[config.mk]
export PLATFORM = sky130hd
export DESIGN_NAME = motor_ctrl_ramp
export DESIGN_NICKNAME = d
export VERILOG_FILES = /design/src/rtl/motor_ctrl_ramp.sv
export SDC_FILE = /design/constraint.sdc
export NUM_CORES = 1
export LEC_CHECK = 0
export ABC_AREA = 1
export ABC_CLOCK_PERIOD_IN_PS = 3560
export BUFFER_PORTS_ARGS = -buffer_cell sky130_fd_sc_hd__buf_2
export CORE_MARGIN = 4
export CORE_UTILIZATION = 62
export CTS_CLUSTER_SIZE = 40
export DETAILED_ROUTE_END_ITERATION = 6
export PLACE_DENSITY_LB_ADDON = 0.25
export SLEW_MARGIN = 20
export SYNTH_ARGS = -nofsm -noshare
export SYNTH_HDL_FRONTEND = slang
export SYNTH_SLANG_ARGS = --single-unit
[constraint.sdc]
create_clock -name clk -period 3.56 [get_ports clk]
set_input_delay 0.712 -clock clk [delete_from_list [all_inputs] [get_ports clk]]
set_output_delay 0.712 -clock clk [all_outputs]
set_load 0.02 [all_outputs]
[src/rtl/motor_ctrl_ramp.sv]
// Two-channel H-bridge controller: one-hot command decode, PWM duty ramping, and a
// ramp-down plus dead-time on every direction reversal. Optional watchdog: MOTOR_WATCHDOG_EN.
module motor_ctrl_ramp #(
  parameter int PWM_WIDTH   = 8,
  parameter int RAMP_DIV    = 4,
  parameter int RAMP_STEP   = 16,
  parameter int DEAD_CYCLES = 8,
  parameter int WDOG_CYCLES = 1000000
) (
  input  logic                 clk,
  input  logic                 rst_n,
  input  logic [7:0]           IR_input,
  input  logic                 cmd_valid,
  input  logic [PWM_WIDTH-1:0] speed_max,
  output logic                 pwm1,
  output logic                 pwm2,
  output logic                 enable1,
  output logic                 enable2,
  output logic                 ina1,
  output logic                 inb1,
  output logic                 ina2,
  output logic                 inb2,
  output logic                 busy
);

  localparam int TW = (RAMP_DIV > 1) ? $clog2(RAMP_DIV) : 1;
  localparam int DW = (DEAD_CYCLES > 1) ? $clog2(DEAD_CYCLES) : 1;
  localparam logic [TW-1:0]        TICK_LAST = TW'(RAMP_DIV - 1);
  localparam logic [DW-1:0]        DEAD_LAST = DW'(DEAD_CYCLES - 1);
  localparam logic [PWM_WIDTH:0]   STEP_X    = (PWM_WIDTH+1)'(RAMP_STEP);
  localparam logic [PWM_WIDTH-1:0] DUTY_ZERO = {PWM_WIDTH{1'b0}};
  localparam logic [PWM_WIDTH-1:0] CNT_LAST  = {PWM_WIDTH{1'b1}};

  typedef enum logic [2:0] {
    ST_STOP      = 3'd0,
    ST_BRAKE     = 3'd1,
    ST_BRAKE_HI  = 3'd2,
    ST_RAMP_UP   = 3'd3,
    ST_RUN       = 3'd4,
    ST_RAMP_DOWN = 3'd5,
    ST_DEAD      = 3'd6
  } state_t;

  // Direction word is {ina1, inb1, ina2, inb2}; 4'b0000 means no direction.
  function automatic logic [3:0] decode_dir(input logic [7:0] code);
    case (code)
      8'h02:   return 4'b0101;
      8'h08:   return 4'b0110;
      8'h20:   return 4'b1001;
      8'h80:   return 4'b1010;
      default: return 4'b0000;
    endcase
  endfunction

  // One ramp step toward the goal, clamped at the goal; widened by one bit so it never wraps.
  function automatic logic [PWM_WIDTH-1:0] step_toward(input logic [PWM_WIDTH-1:0] cur,
                                                       input logic [PWM_WIDTH-1:0] goal);
    logic [PWM_WIDTH:0] cur_x, goal_x, res_x;
    cur_x  = {1'b0, cur};
    goal_x = {1'b0, goal};
    if (cur_x < goal_x) begin
      if (cur_x + STEP_X >= goal_x) res_x = goal_x;
      else                          res_x = cur_x + STEP_X;
    end else begin
      if (cur_x >= goal_x + STEP_X) res_x = cur_x - STEP_X;
      else                          res_x = goal_x;
    end
    return res_x[PWM_WIDTH-1:0];
  endfunction

  state_t               state_r, state_nxt_s;
  logic [3:0]           dir_r, dir_nxt_s, pend_r, pend_nxt_s, new_pend_s, cmd_dir_s;
  logic [PWM_WIDTH-1:0] goal_r, goal_nxt_s, duty_next_r, duty_nxt_s, duty_active_r, cnt_r;
  logic                 rev_r, rev_nxt_s, busy_r, busy_nxt_s, enable_r, pwm_r;
  logic [TW-1:0]        tick_r, tick_nxt_s;
  logic [DW-1:0]        dead_r, dead_nxt_s;
  logic                 tick_s, is_motion_s, is_brake_s, is_invalid_s, wdog_fire_s;

`ifdef MOTOR_WATCHDOG_EN
  localparam logic [31:0] WDOG_LIMIT = 32'(WDOG_CYCLES);
  logic [31:0] wdog_r;

  // Idle-time counter, saturating at the limit until the next command arrives.
  always_ff @(posedge clk or negedge rst_n) begin
    if (!rst_n)                    wdog_r <= 32'd0;
    else if (cmd_valid)            wdog_r <= 32'd0;
    else if (wdog_r != WDOG_LIMIT) wdog_r <= wdog_r + 32'd1;
    else                           wdog_r <= wdog_r;
  end

  assign wdog_fire_s = !cmd_valid && (wdog_r == WDOG_LIMIT);
`else
  // Without the watchdog the last command is held forever.
  assign wdog_fire_s = 1'b0 & (WDOG_CYCLES < 0);
`endif

  assign cmd_dir_s    = decode_dir(IR_input);
  assign is_brake_s   = (cmd_valid && (IR_input == 8'h10)) || wdog_fire_s;
  assign is_motion_s  = cmd_valid && (cmd_dir_s != 4'b0000);
  assign is_invalid_s = cmd_valid && !is_brake_s && !is_motion_s;
  assign new_pend_s   = is_motion_s ? cmd_dir_s : pend_r;
  assign tick_s       = (tick_r == TICK_LAST);

  // Control state, direction, ramp and timing registers.
  always_ff @(posedge clk or negedge rst_n) begin
    if (!rst_n) begin
      state_r     <= ST_STOP;
      dir_r       <= 4'b0000;
      pend_r      <= 4'b0000;
      goal_r      <= DUTY_ZERO;
      rev_r       <= 1'b0;
      duty_next_r <= DUTY_ZERO;
      tick_r      <= {TW{1'b0}};
      dead_r      <= {DW{1'b0}};
      busy_r      <= 1'b0;
      enable_r    <= 1'b0;
    end else begin
      state_r     <= state_nxt_s;
      dir_r       <= dir_nxt_s;
      pend_r      <= pend_nxt_s;
      goal_r      <= goal_nxt_s;
      rev_r       <= rev_nxt_s;
      duty_next_r <= duty_nxt_s;
      tick_r      <= tick_nxt_s;
      dead_r      <= dead_nxt_s;
      busy_r      <= busy_nxt_s;
      enable_r    <= 1'b1;
    end
  end

  // Next-state, direction and ramp computation.
  always_comb begin
    state_nxt_s = state_r;
    dir_nxt_s   = dir_r;
    goal_nxt_s  = goal_r;
    rev_nxt_s   = rev_r;
    duty_nxt_s  = duty_next_r;
    pend_nxt_s  = new_pend_s;
    if (is_brake_s) begin
      state_nxt_s = ST_BRAKE;
      dir_nxt_s   = 4'b0000;
      duty_nxt_s  = DUTY_ZERO;
    end else if (is_invalid_s) begin
      state_nxt_s = ST_BRAKE_HI;
      dir_nxt_s   = 4'b1111;
      duty_nxt_s  = DUTY_ZERO;
    end else begin
      case (state_r)
        ST_STOP, ST_BRAKE, ST_BRAKE_HI: begin
          if (is_motion_s) begin
            dir_nxt_s   = cmd_dir_s;
            state_nxt_s = ST_RAMP_UP;
          end else begin
            state_nxt_s = state_r;
          end
        end
        ST_RAMP_UP: begin
          if (new_pend_s != dir_r) begin
            state_nxt_s = ST_RAMP_DOWN;
            goal_nxt_s  = DUTY_ZERO;
            rev_nxt_s   = 1'b1;
          end else if (duty_next_r == speed_max) begin
            state_nxt_s = ST_RUN;
          end else if (tick_s) begin
            duty_nxt_s = step_toward(duty_next_r, speed_max);
          end else begin
            duty_nxt_s = duty_next_r;
          end
        end
        ST_RUN: begin
          if (new_pend_s != dir_r) begin
            state_nxt_s = ST_RAMP_DOWN;
            goal_nxt_s  = DUTY_ZERO;
            rev_nxt_s   = 1'b1;
          end else if (is_motion_s && (speed_max > duty_next_r)) begin
            state_nxt_s = ST_RAMP_UP;
          end else if (is_motion_s && (speed_max < duty_next_r)) begin
            state_nxt_s = ST_RAMP_DOWN;
            goal_nxt_s  = speed_max;
            rev_nxt_s   = 1'b0;
          end else begin
            state_nxt_s = state_r;
          end
        end
        ST_RAMP_DOWN: begin
          if (duty_next_r == goal_r) begin
            if (rev_r) begin
              state_nxt_s = ST_DEAD;
              dir_nxt_s   = 4'b0000;
            end else begin
              state_nxt_s = ST_RUN;
            end
          end else if (tick_s) begin
            duty_nxt_s = step_toward(duty_next_r, goal_r);
          end else begin
            duty_nxt_s = duty_next_r;
          end
        end
        ST_DEAD: begin
          if (dead_r == DEAD_LAST) begin
            dir_nxt_s   = new_pend_s;
            rev_nxt_s   = 1'b0;
            state_nxt_s = ST_RAMP_UP;
          end else begin
            state_nxt_s = ST_DEAD;
          end
        end
        default: begin
          state_nxt_s = ST_STOP;
          dir_nxt_s   = 4'b0000;
          duty_nxt_s  = DUTY_ZERO;
        end
      endcase
    end

    if ((state_nxt_s != state_r) || tick_s) tick_nxt_s = {TW{1'b0}};
    else                                    tick_nxt_s = tick_r + 1'b1;

    if ((state_nxt_s == ST_DEAD) && (state_r == ST_DEAD)) dead_nxt_s = dead_r + 1'b1;
    else                                                 dead_nxt_s = {DW{1'b0}};

    busy_nxt_s = (state_nxt_s == ST_RAMP_UP) || (state_nxt_s == ST_RAMP_DOWN) ||
                 (state_nxt_s == ST_DEAD);
  end

  // Free-running PWM; duty only changes at the period boundary.
  always_ff @(posedge clk or negedge rst_n) begin
    if (!rst_n) begin
      cnt_r         <= DUTY_ZERO;
      duty_active_r <= DUTY_ZERO;
      pwm_r         <= 1'b0;
    end else begin
      cnt_r <= cnt_r + 1'b1;
      if (cnt_r == CNT_LAST) duty_active_r <= duty_next_r;
      else                   duty_active_r <= duty_active_r;
      pwm_r <= (cnt_r < duty_active_r);
    end
  end

  assign pwm1    = pwm_r;
  assign pwm2    = pwm_r;
  assign enable1 = enable_r;
  assign enable2 = enable_r;
  assign ina1    = dir_r[3];
  assign inb1    = dir_r[2];
  assign ina2    = dir_r[1];
  assign inb2    = dir_r[0];
  assign busy    = busy_r;

endmodule

Yosys cells after proc, flatten, opt, wreduce, memory -nomap -nowiden. Index checks and enable logic that the tools add are counted.

Input port bits: 19. Bits in registers: 52. Word-level logic and storage cells: 138. Output and inout bits: 9.

Reductions and logical operators: 23. Bitwise gates (word level): 2. $add $sub $neg: 7. $lt $le $gt $ge: 9. Muxes and demuxes: 48. Equal/unequal tests: 36.

Operators by type and width (count): $mux 8 (17); $ne 4x4->1 const B (9); $mux 3 (11); $lt 8x8->1 (4); $pmux 4 s4 (2); $mux 4 (7); $add 8x5->9 const B (3); $pmux 8 s3 (1); $eq 3x3->1 const B (6); $ge 8x9->1 (2); $ge 9x8->1 (2); $eq 8x8->1 (2); $eq 8x8->1 const B (2); $pmux 8 s2 (1); $pmux 3 s5 (1); $reduce_and 6->1 (2); $eq 3x2->1 const B (3); $add 8x1->8 const B (1); $eq 8x2->1 const B (1); $eq 8x4->1 const B (1); $eq 8x5->1 const B (1); $eq 8x6->1 const B (1); $gt 8x8->1 (1); $sub 8x5->8 const B (1); other kinds (25) (43).

Depth between registers and ports, before layout. Gate-level depths: netlist of the first run.

Depth in word-level cells: 14. Mapped depth: 20.

Worst setup path after synthesis of the first run. No wires, ideal clock.

Path kind: flip-flop to flip-flop. Start point: register duty_next_r[4]. End point: register duty_next_r[0]. Cell stages (with the launch flop): 13. Slack: 0.969 ns. Path buffers: 0. Arrival time: 2.462 ns. Clock period less this slack: 2.591 ns. Setup time: 0.128 ns. Cells stage by stage: dfrtp_1 -> inv_1 -> ha_1 -> ha_1 -> inv_1 -> nor4_1 -> nand3_1 -> nand3_1 -> nor2_1 -> a21oi_1 -> o22ai_1 -> o21ai_1 -> o21ai_0.

Longest elaborated chain between the ends: 10. Elaborated cells between the ends (all ways): 26. Classes of those cells: add/sub: 1; order compare: 6; eq/ne: 4; mux: 14; reduce/logical: 1.

Ends and longest elaborated chain: from (decl) (line 73) `logic [PWM_WIDTH-1:0] goal_r, goal_nxt_s, duty_next_r, duty_nxt_s, duty_active_r, cnt_r;`; from (signal assigned) (line 123) `duty_next_r <= duty_nxt_s;`; $add 8x5->9; $ge 9x8->1 (line 62) `if (cur_x + STEP_X >= goal_x) res_x = goal_x;`; $mux 8 (line 62); $mux 8 (line 61) `if (cur_x < goal_x) begin`; $mux 8 (line 164) `end else if (tick_s) begin`; $mux 8 (line 162) `end else if (duty_next_r == speed_max) begin`; $mux 8 (line 158) `if (new_pend_s != dir_r) begin`; $pmux 8 s3 (line 148) `case (state_r)`; $mux 8 (line 143) `end else if (is_invalid_s) begin`; $mux 8 (line 139) `if (is_brake_s) begin`.

Parallel ways exist; a longest one is shown, timed or not. The select of a mux whose other input is x is not followed. A chain may end at the register's enable or synchronous reset.

Final worst setup path of the first run.
Start point: register duty_next_r[4]. End point: register duty_next_r[4].

Longest elaborated chain between the ends: 10. Elaborated cells between the ends (all ways): 27. Classes of those cells: add/sub: 2; order compare: 6; eq/ne: 4; mux: 14; reduce/logical: 1.

Ends and longest elaborated chain: $add 8x5->9 (line 63) `else res_x = cur_x + STEP_X;`; $ge 9x8->1 (line 62); $mux 8 (line 62); $mux 8 (line 61); $mux 8 (line 164); $mux 8 (line 162); $mux 8 (line 158); $pmux 8 s3 (line 148); $mux 8 (line 143); $mux 8 (line 139).

Parallel ways exist; a longest one is shown, timed or not. The select of a mux whose other input is x is not followed.

==> summary.md, run 1 <==
| Metric | Value |
|---|---|
| Vias per cell | 5.573 |
| Least-Margin Pin Slew | 0.7646 ns |
| DR pass1 iterations | 5 |
| Worst-Skew Late Latency | 0.32 ns |
| RSZ-0062 raised after global routing | false |
| Cts bufs inserted | 5 |
| DP Cell Count | around 740 |
| Final Power | 2.168 mW |
| Die H | a little over 90 µm |
| Ratio of cells with drive above 1 in the final layout | 0.1296 |
| Reg2Reg Setup Slack | 0.48 ns |
| Setup_tns | 0 ns |
| Tmin final | 3.084 ns |
| Commonest cells after routing, fill and taps aside | 123 x nand2_1, 111 x inv_1, 52 x dfrtp_1 |
| Achievable Freq | 0.3243 GHz |
| Worst-path fanout max | 7 |
| # setup viols final | 0 |
| Non-filler instance count after layout | 744 |
| Critical Path RT | 3.81 ns |
| Final Slew Violations | 0 |
| CTS tree | done |
| Most common cell after layout, fill and taps aside | nand2_1 |
| Seq/Total Area, Yosys | 0.2955 |
| GP Congestion | ~0.97 |
| Final WL | 10.35 mm |
| Vias in the first global route | slightly below 4k |
| Final hold viol count | 0 |
| TritonCTS Sinks | 52 |
| Top post-synthesis cells by area | dfrtp_1 30%, ha_1 14%, nand2_1 10% |
| Hold depth | 1 |
| Hold path endpoint | tick_r[0]$_DFF_PN0_ |
| Initial Util | 0.6447 |
| Max Cap Viol | 0 |
| # port buffers | 27 |
| Area growth, synth to finish | 7.727% |
| Max stage delay on crit path | 0.53 ns |
| Total gr overflow | 0 |
| Hold Path Class | reg -> reg |
| I/O pin cnt | 28 |
| Data arrival, critical path | 3.33 ns |
| Iter 0 DRT Violations | 330 |
| Nets | 717 |
| Yosys cell types | 36 |
| Min Hold Slack | 0.4453 ns |
| Tcrit/Tclk final | 0.8662 |
| First-pass GRT wire length | 17.88 mm |
| Pin count of the biggest net entering global routing | 35 |
| Filler cells | 605 |
| Die area | about 8500 µm² |
| Worst Skew | around 0.016 ns |
| Reg2Reg Capture Point | duty_next_r[4]$_DFFE_PN0P_ |
| Antenna Cells | 0 |
| Remaining DRCs | 0 |
| Pwr/cell area | 457.0 nW/µm² |
| Maximum VDD drop | 0.0003248 V |
| Mapped Area | 4404 µm² |
| DR vias | just over 4k |
| Routed length per instance | 13.92 µm |
| Reg2reg path depth | 14 |
| Critical path, cell by cell | nand3_1, xor2_1, inv_1, ha_1, inv_1, nor4_1, nand3_1, nand3_1, nand2_1, o21ai_0, nand2_1, o211ai_1, inv_1, o22ai_1 |
| Worst path slowest cell | dfrtp_1 |
| Cts repair resizes | 0 |
| Syn Nets | 684 |
| Flops & latches, synth | 52 |
| Postcts setup bufs | 0 |
| Synth top area share | 0.2955 |
| Core Area | 6832 µm² |
| Post-CTS Hold Buffers | 0 |
| DP HPWL | approximately 8.3 mm |
| GRT Overall Usage | 0.2566 |
| Final ANT Viol Nets | 0 |
| Max-slew headroom | 0.4902 |
| Synth area leader | dfrtp_1 |
| Die W | 92.28 µm |
| CTS Buffer Depth | 2 |
| Worst R2R Start | duty_next_r[4]$_DFFE_PN0P_ |
| Root buf cell | clkbuf_8 |
| Critical Path Source Type | register |
| HP Start | tick_r[0]$_DFF_PN0_ |
| LEAKAGE | about 2.6 nW |
| CP Capture Type | register |
| Row cnt | 30 |
| Mapped Cells | a little over 600 |
| Critical path type | reg -> reg |
| Mean post-synth cell area | slightly above 7 µm² |
| Initial antenna violation count | 0 |
| Outcome | complete, no violations |
| Ys Warns | 0 |
| H-tree lvl count | 2 |
| CTS clk-pin slew, worst paths | ~0.1 ns |
## logic make-up (layout without fill, tap and decap cells)
kind of cell             Yosys count  in the layout  share of synthesized area
buffers and inverters            123            157                     0.1085
other                              1              1                  0.0008515
flip-flops                        52             52                     0.2955
AND/OR/NAND/NOR                  263            263                     0.2764
AO/OA/AOI/OAI                    111            111                     0.1480
adder cells (fa/ha/maj)           51             51                     0.1449
XOR/XNOR                          13             13                    0.02585
## layout make-up
cell class	instances	area [µm²]	area share
flip-flops and latches	52	1301	0.2743
clock buffers	5	68.82	0.01450
inverters	118	442.9	0.09335
clock inverters	3	21.27	0.004483
well taps	96	120.1	0.02532
repair buffers	31	165.2	0.03481
multi-input cells	439	2625	0.5533
## per-stage QoR
step | util | setup slack, ns | area, µm²
detailed placement | 0.6813 | 0.4263 | 4654
CTS | 0.6945 | 0.5691 | 4745
global placement | 0.6813 | 0.4496 | 4654
global route | 0.6945 | 0.1352 | 4745
floorplan | - | 0.9695 | 4404
finish | 0.6945 | 0.4762 | 4745
## report_power, final
group          switching [mW]  total, mW  internal [mW]
clock                   0.208      0.348          0.140
combinational           0.729       1.08          0.349
sequential             0.0717      0.743          0.671
total                    1.01       2.17           1.16
## cell usage after synthesis
master	instances
xnor2_1	4
nand3_1	50
nand4_1	2
nor2_8	1
dfrtp_1	52
inv_2	7
inv_1	111
nand2_1	123
nor2_2	4
nand3_2	4
xor2_1	9
o21ai_2	8
nor3_1	7
ha_1	51
a21boi_0	1
o21ai_0	33
clkbuf_1	1
nor2_4	1
nor2_1	41
o211ai_1	7
nand3b_1	1
nor3_2	2
nand3_4	1
o2111ai_1	1
a221oi_1	5
o21ai_1	5
conb_1	1
o21bai_1	1
buf_6	1
a21oi_1	35
buf_4	2
nor4_1	9
nand2_2	17
o31ai_1	2
buf_2	1
o22ai_1	13
## critical path, delay by kind of cell, from the launching register on
family	cells	cell delay (ns)
adder cells (fa/ha/maj)	1	0.28
AO/OA/AOI/OAI	3	0.48
AND/OR/NAND/NOR	6	1.20
buffers and inverters	3	0.23
flip-flops	1	0.53
XOR/XNOR	1	0.29
## metal layers
layer  vias up  share of wire  track usage
met5         -              0            0
met4         0          0.011      0.05446
met3        15          0.057      0.03281
met2       142           0.48       0.4440
met1      1915           0.45       0.3441
li1       2074              -            -
## worst max-delay path by stage
stage,startpoint,to,slack [ns],cells after the start
finish,duty_next_r[4]$_DFFE_PN0P_,duty_next_r[4]$_DFFE_PN0P_,0.48,14
floorplan,duty_next_r[4]$_DFFE_PN0P_,duty_next_r[0]$_DFFE_PN0P_,0.97,12
global route,duty_next_r[4]$_DFFE_PN0P_,duty_next_r[1]$_DFFE_PN0P_,0.14,13
global placement,speed_max[4],duty_next_r[4]$_DFFE_PN0P_,0.45,13
detailed placement,speed_max[4],duty_next_r[4]$_DFFE_PN0P_,0.43,13
CTS,duty_next_r[4]$_DFFE_PN0P_,duty_next_r[4]$_DFFE_PN0P_,0.57,14
## flip-flops by register name, summed over array words and instances (netlist names)
name	count
pwm1	1
rev_r	1
duty_next_r	8
state_r	3
enable1	1
busy	1
pend_r	4
tick_r	2
duty_active_r	8
dir_r	4
dead_r	3
goal_r	8
cnt_r	8
No activity file was read; power rests on OpenSTA's default activity.
==> inputs of run 2 (changes only) <==
--- a/config.mk
+++ b/config.mk
@@ -9,7 +9,7 @@
 export ABC_CLOCK_PERIOD_IN_PS = 3560
 export BUFFER_PORTS_ARGS = -buffer_cell sky130_fd_sc_hd__buf_2
 export CORE_MARGIN = 4
-export CORE_UTILIZATION = 62
+export CORE_UTILIZATION = 60
 export CTS_CLUSTER_SIZE = 40
 export DETAILED_ROUTE_END_ITERATION = 6
 export PLACE_DENSITY_LB_ADDON = 0.25
==> run 2 against run 1 <==
Against the previous run:
- worst setup slack lost 0.099 ns
- total power increased by 4.1%
- cell count is the same
- sequential share of layout area is 0.18 points lower
- die area is 3.0% higher
- maximum frequency is 3.1% lower
- critical path type unchanged
==> summary.md, run 2 (same netlist as run 1, synthesis figures left out) <==
| Metric | Value |
|---|---|
| RSZ-0062 raised after global routing | false |
| DR pass1 iterations | 5 (unchanged) |
| Root buf cell | clkbuf_8 |
| Cell Int Power | 1.250 mW (+7.7%) |
| Die W | 93.68 µm (+1.5%) |
| Total gr overflow | 0 (unchanged) |
| Nets | 717 (unchanged) |
| Final Slew Violations | 0 (unchanged) |
| Area growth, synth to finish | 8.437% |
| GP Congestion | 0.9613 (-0.69%) |
| DR WL met3 | 686 µm (+16%) |
| Commonest cells after routing, fill and taps aside | 123 x nand2_1, 111 x inv_1, 52 x dfrtp_1 |
| Ratio of cells with drive above 1 in the final layout | 0.1296 (unchanged) |
| DP HPWL | 8.649 mm (+4.3%) |
| Vias per cell | 5.628 (+0.99%) |
| Core Area | 6944 µm² (+1.6%) |
| First-pass GRT wire length | 18.22 mm (+1.9%) |
| Least-Margin Pin Slew | 0.7474 ns (-0.01726 ns) |
| Setup slack after layout | 0.3777 ns (-0.09854 ns) |
| Antenna Cells | 0 (unchanged) |
| Data arrival, critical path | 3.41 ns (+0.08 ns) |
| Critical path type | reg -> reg |
| Pwr/cell area | 472.8 nW/µm² (+3.4%) |
| Worst-path fanout max | 7 (unchanged) |
| Die area | 8775 µm² (+3.0%) |
| Worst Skew | 0.008939 ns (-0.006645 ns) |
| Top sig layer | met4 |
| Critical Path Source Type | register |
| Combinational share of power | 0.476 (-0.021) |
| M1 WL | 4.712 mm (+1.8%) |
| Final instance area | 4776 µm² (+0.66%) |
| Final hold viol count | 0 (unchanged) |
| Maximum VDD drop | 0.0004073 V (+25%) |
| # setup viols final | 0 (unchanged) |
| Clock network power share | 0.194 (+0.034) |
| DP Cell Count | 736 (unchanged) |
| Achievable Freq | 0.3142 GHz (-3.1%) |
| Remaining DRCs | 0 (unchanged) |
| H-tree lvl count | 2 (unchanged) |
| Sw frac | 0.4466 (-0.01850) |
| # port buffers | 27 (unchanged) |
| Cts bufs inserted | 5 (unchanged) |
| Row cnt | 30 (unchanged) |
| Final WL | 10.78 mm (+4.1%) |
| Most common cell after layout, fill and taps aside | nand2_1 |
| CTS Buffer Depth | 2 (unchanged) |
| Routed wl met2 | 5.090 mm (+1.5%) |
| NetSw | 1.008 mW (about the same) |
| Max Cap Viol | 0 (unchanged) |
| Reg2Reg Setup Slack | 0.38 ns (-0.10 ns) |
| Worst-Skew Late Latency | 0.31 ns (about the same) |
| Tmin final | 3.182 ns (+0.09854 ns) |
| GRT Overall Usage | 0.2586 (+0.001942) |
| Setup_tns | 0 ns (unchanged) |
| Vias in the first global route | 3989 (+1.7%) |
| Pin count of the biggest net entering global routing | 33 (-5.7%) |
| Postcts setup bufs | 0 (unchanged) |
| Placed Instance Area | 4654 µm² (unchanged) |
| TritonCTS Sinks | 52 (unchanged) |
| Pre-CTS setup slack | 0.4238 ns (-0.002438 ns) |
| Sequential share of power | 0.330 (-0.013) |
| I/O pin cnt | 28 (unchanged) |
| Max-slew headroom | 0.5017 (+0.01151) |
| Post-CTS Hold Buffers | 0 (unchanged) |
| LEAKAGE | 2.573 nW (+0.66%) |
| Initial antenna violation count | 0 (unchanged) |
| CTS clk-pin slew, worst paths | 0.10 ns (about the same) |
| Initial Util | 0.6342 (-0.01045) |
| Critical Path RT | 3.78 ns (-0.03 ns) |
| Die H | 93.68 µm (+1.5%) |
| Final ANT Viol Nets | 0 (unchanged) |
| CP Capture Type | register |
| DR vias | 4187 (+0.99%) |
| Filler cells | 606 (+0.17%) |
| CTS tree | done |
| Non-filler instance count after layout | 744 (unchanged) |
| Tcrit/Tclk final | 0.8939 (+0.02768) |
| Routed length per instance | 14.48 µm (+4.1%) |
| Iter 0 DRT Violations | 298 (-9.7%) |
| Hold Path Class | reg -> reg |
| Cts repair resizes | 0 (unchanged) |
| Outcome | complete, no violations |
| Final Power | 2.258 mW (+4.1%) |
## run 2: changes by cell type in the layout (fill, tap and decap cells not counted)
| cell | previous run | this run |
|---|---|---|
| clkinv_4 | 0 | 1 |
| inv_6 | 1 | 0 |
| bufinv_16 | 0 | 1 |
| clkbuf_8 | 5 | 6 |
| clkinv_2 | 1 | 0 |
| clkinvlp_4 | 1 | 0 |
## run 2: cell type report
cell class	count	area, µm²	area share
Clock inverter	2	38.79	0.008122
Timing Repair Buffer	31	165.2	0.03458
Clock buffer	6	82.58	0.01729
Inverter	118	442.9	0.09274
Multi-Input combinational cell	439	2625	0.5496
Tap cell	96	120.1	0.02515
Sequential cell	52	1301	0.2725
## run 2: per-stage QoR
stage | utilization | hold WS (ns)
final | 0.6877 | 0.4370
after global routing | 0.6877 | 0.4698
after CTS | 0.6877 | 0.4434
after detailed placement | 0.6703 | 0.4300
after global placement | 0.6703 | 0.4203
after floorplan | - | 0.4097
## run 2: worst paths after layout
check	startpoint	end	cells past startpoint
worst max-delay path	duty_next_r[4]$_DFFE_PN0P_	duty_next_r[1]$_DFFE_PN0P_	14
max in group asynchronous	rst_n	cnt_r[7]$_DFF_PN0_	2
worst min-delay path	dead_r[0]$_DFF_PN0_	dead_r[0]$_DFF_PN0_	1
worst min register to register	dead_r[0]$_DFF_PN0_	dead_r[0]$_DFF_PN0_	1
worst max register to register	duty_next_r[4]$_DFFE_PN0P_	duty_next_r[1]$_DFFE_PN0P_	14
min in group asynchronous	rst_n	pend_r[1]$_DFF_PN0_	1
## run 2: power by group through the flow
stage | combinational (mW) | sequential, mW | clock [mW]
after floorplan | 0.787 | 0.769 | 0
after global placement | 1.04 | 0.751 | 0
after detailed placement | 1.06 | 0.754 | 0
after CTS | 1.06 | 0.743 | 0.441
after global routing | 1.23 | 0.757 | 0.465
final | 1.07 | 0.746 | 0.438
## run 2: critical path, cell delays in order, from the launching register on
cell and delay (ns):
dfrtp_1 0.51, nand3_1 0.13, xor2_1 0.31, inv_1 0.12
ha_1 0.29, inv_1 0.05, nor4_1 0.36, nand3_1 0.14
nand3_1 0.22, nor2_1 0.10, a21oi_1 0.27, o22ai_1 0.14
nor2_1 0.26, nand2_1 0.10, o21ai_0 0.09
## run 2: metal layers
layer	up-vias	global-route usage
li1	2077	-
met1	1910	0.3396
met2	168	0.4413
met3	32	0.03686
met4	0	0.07942
met5	-	0
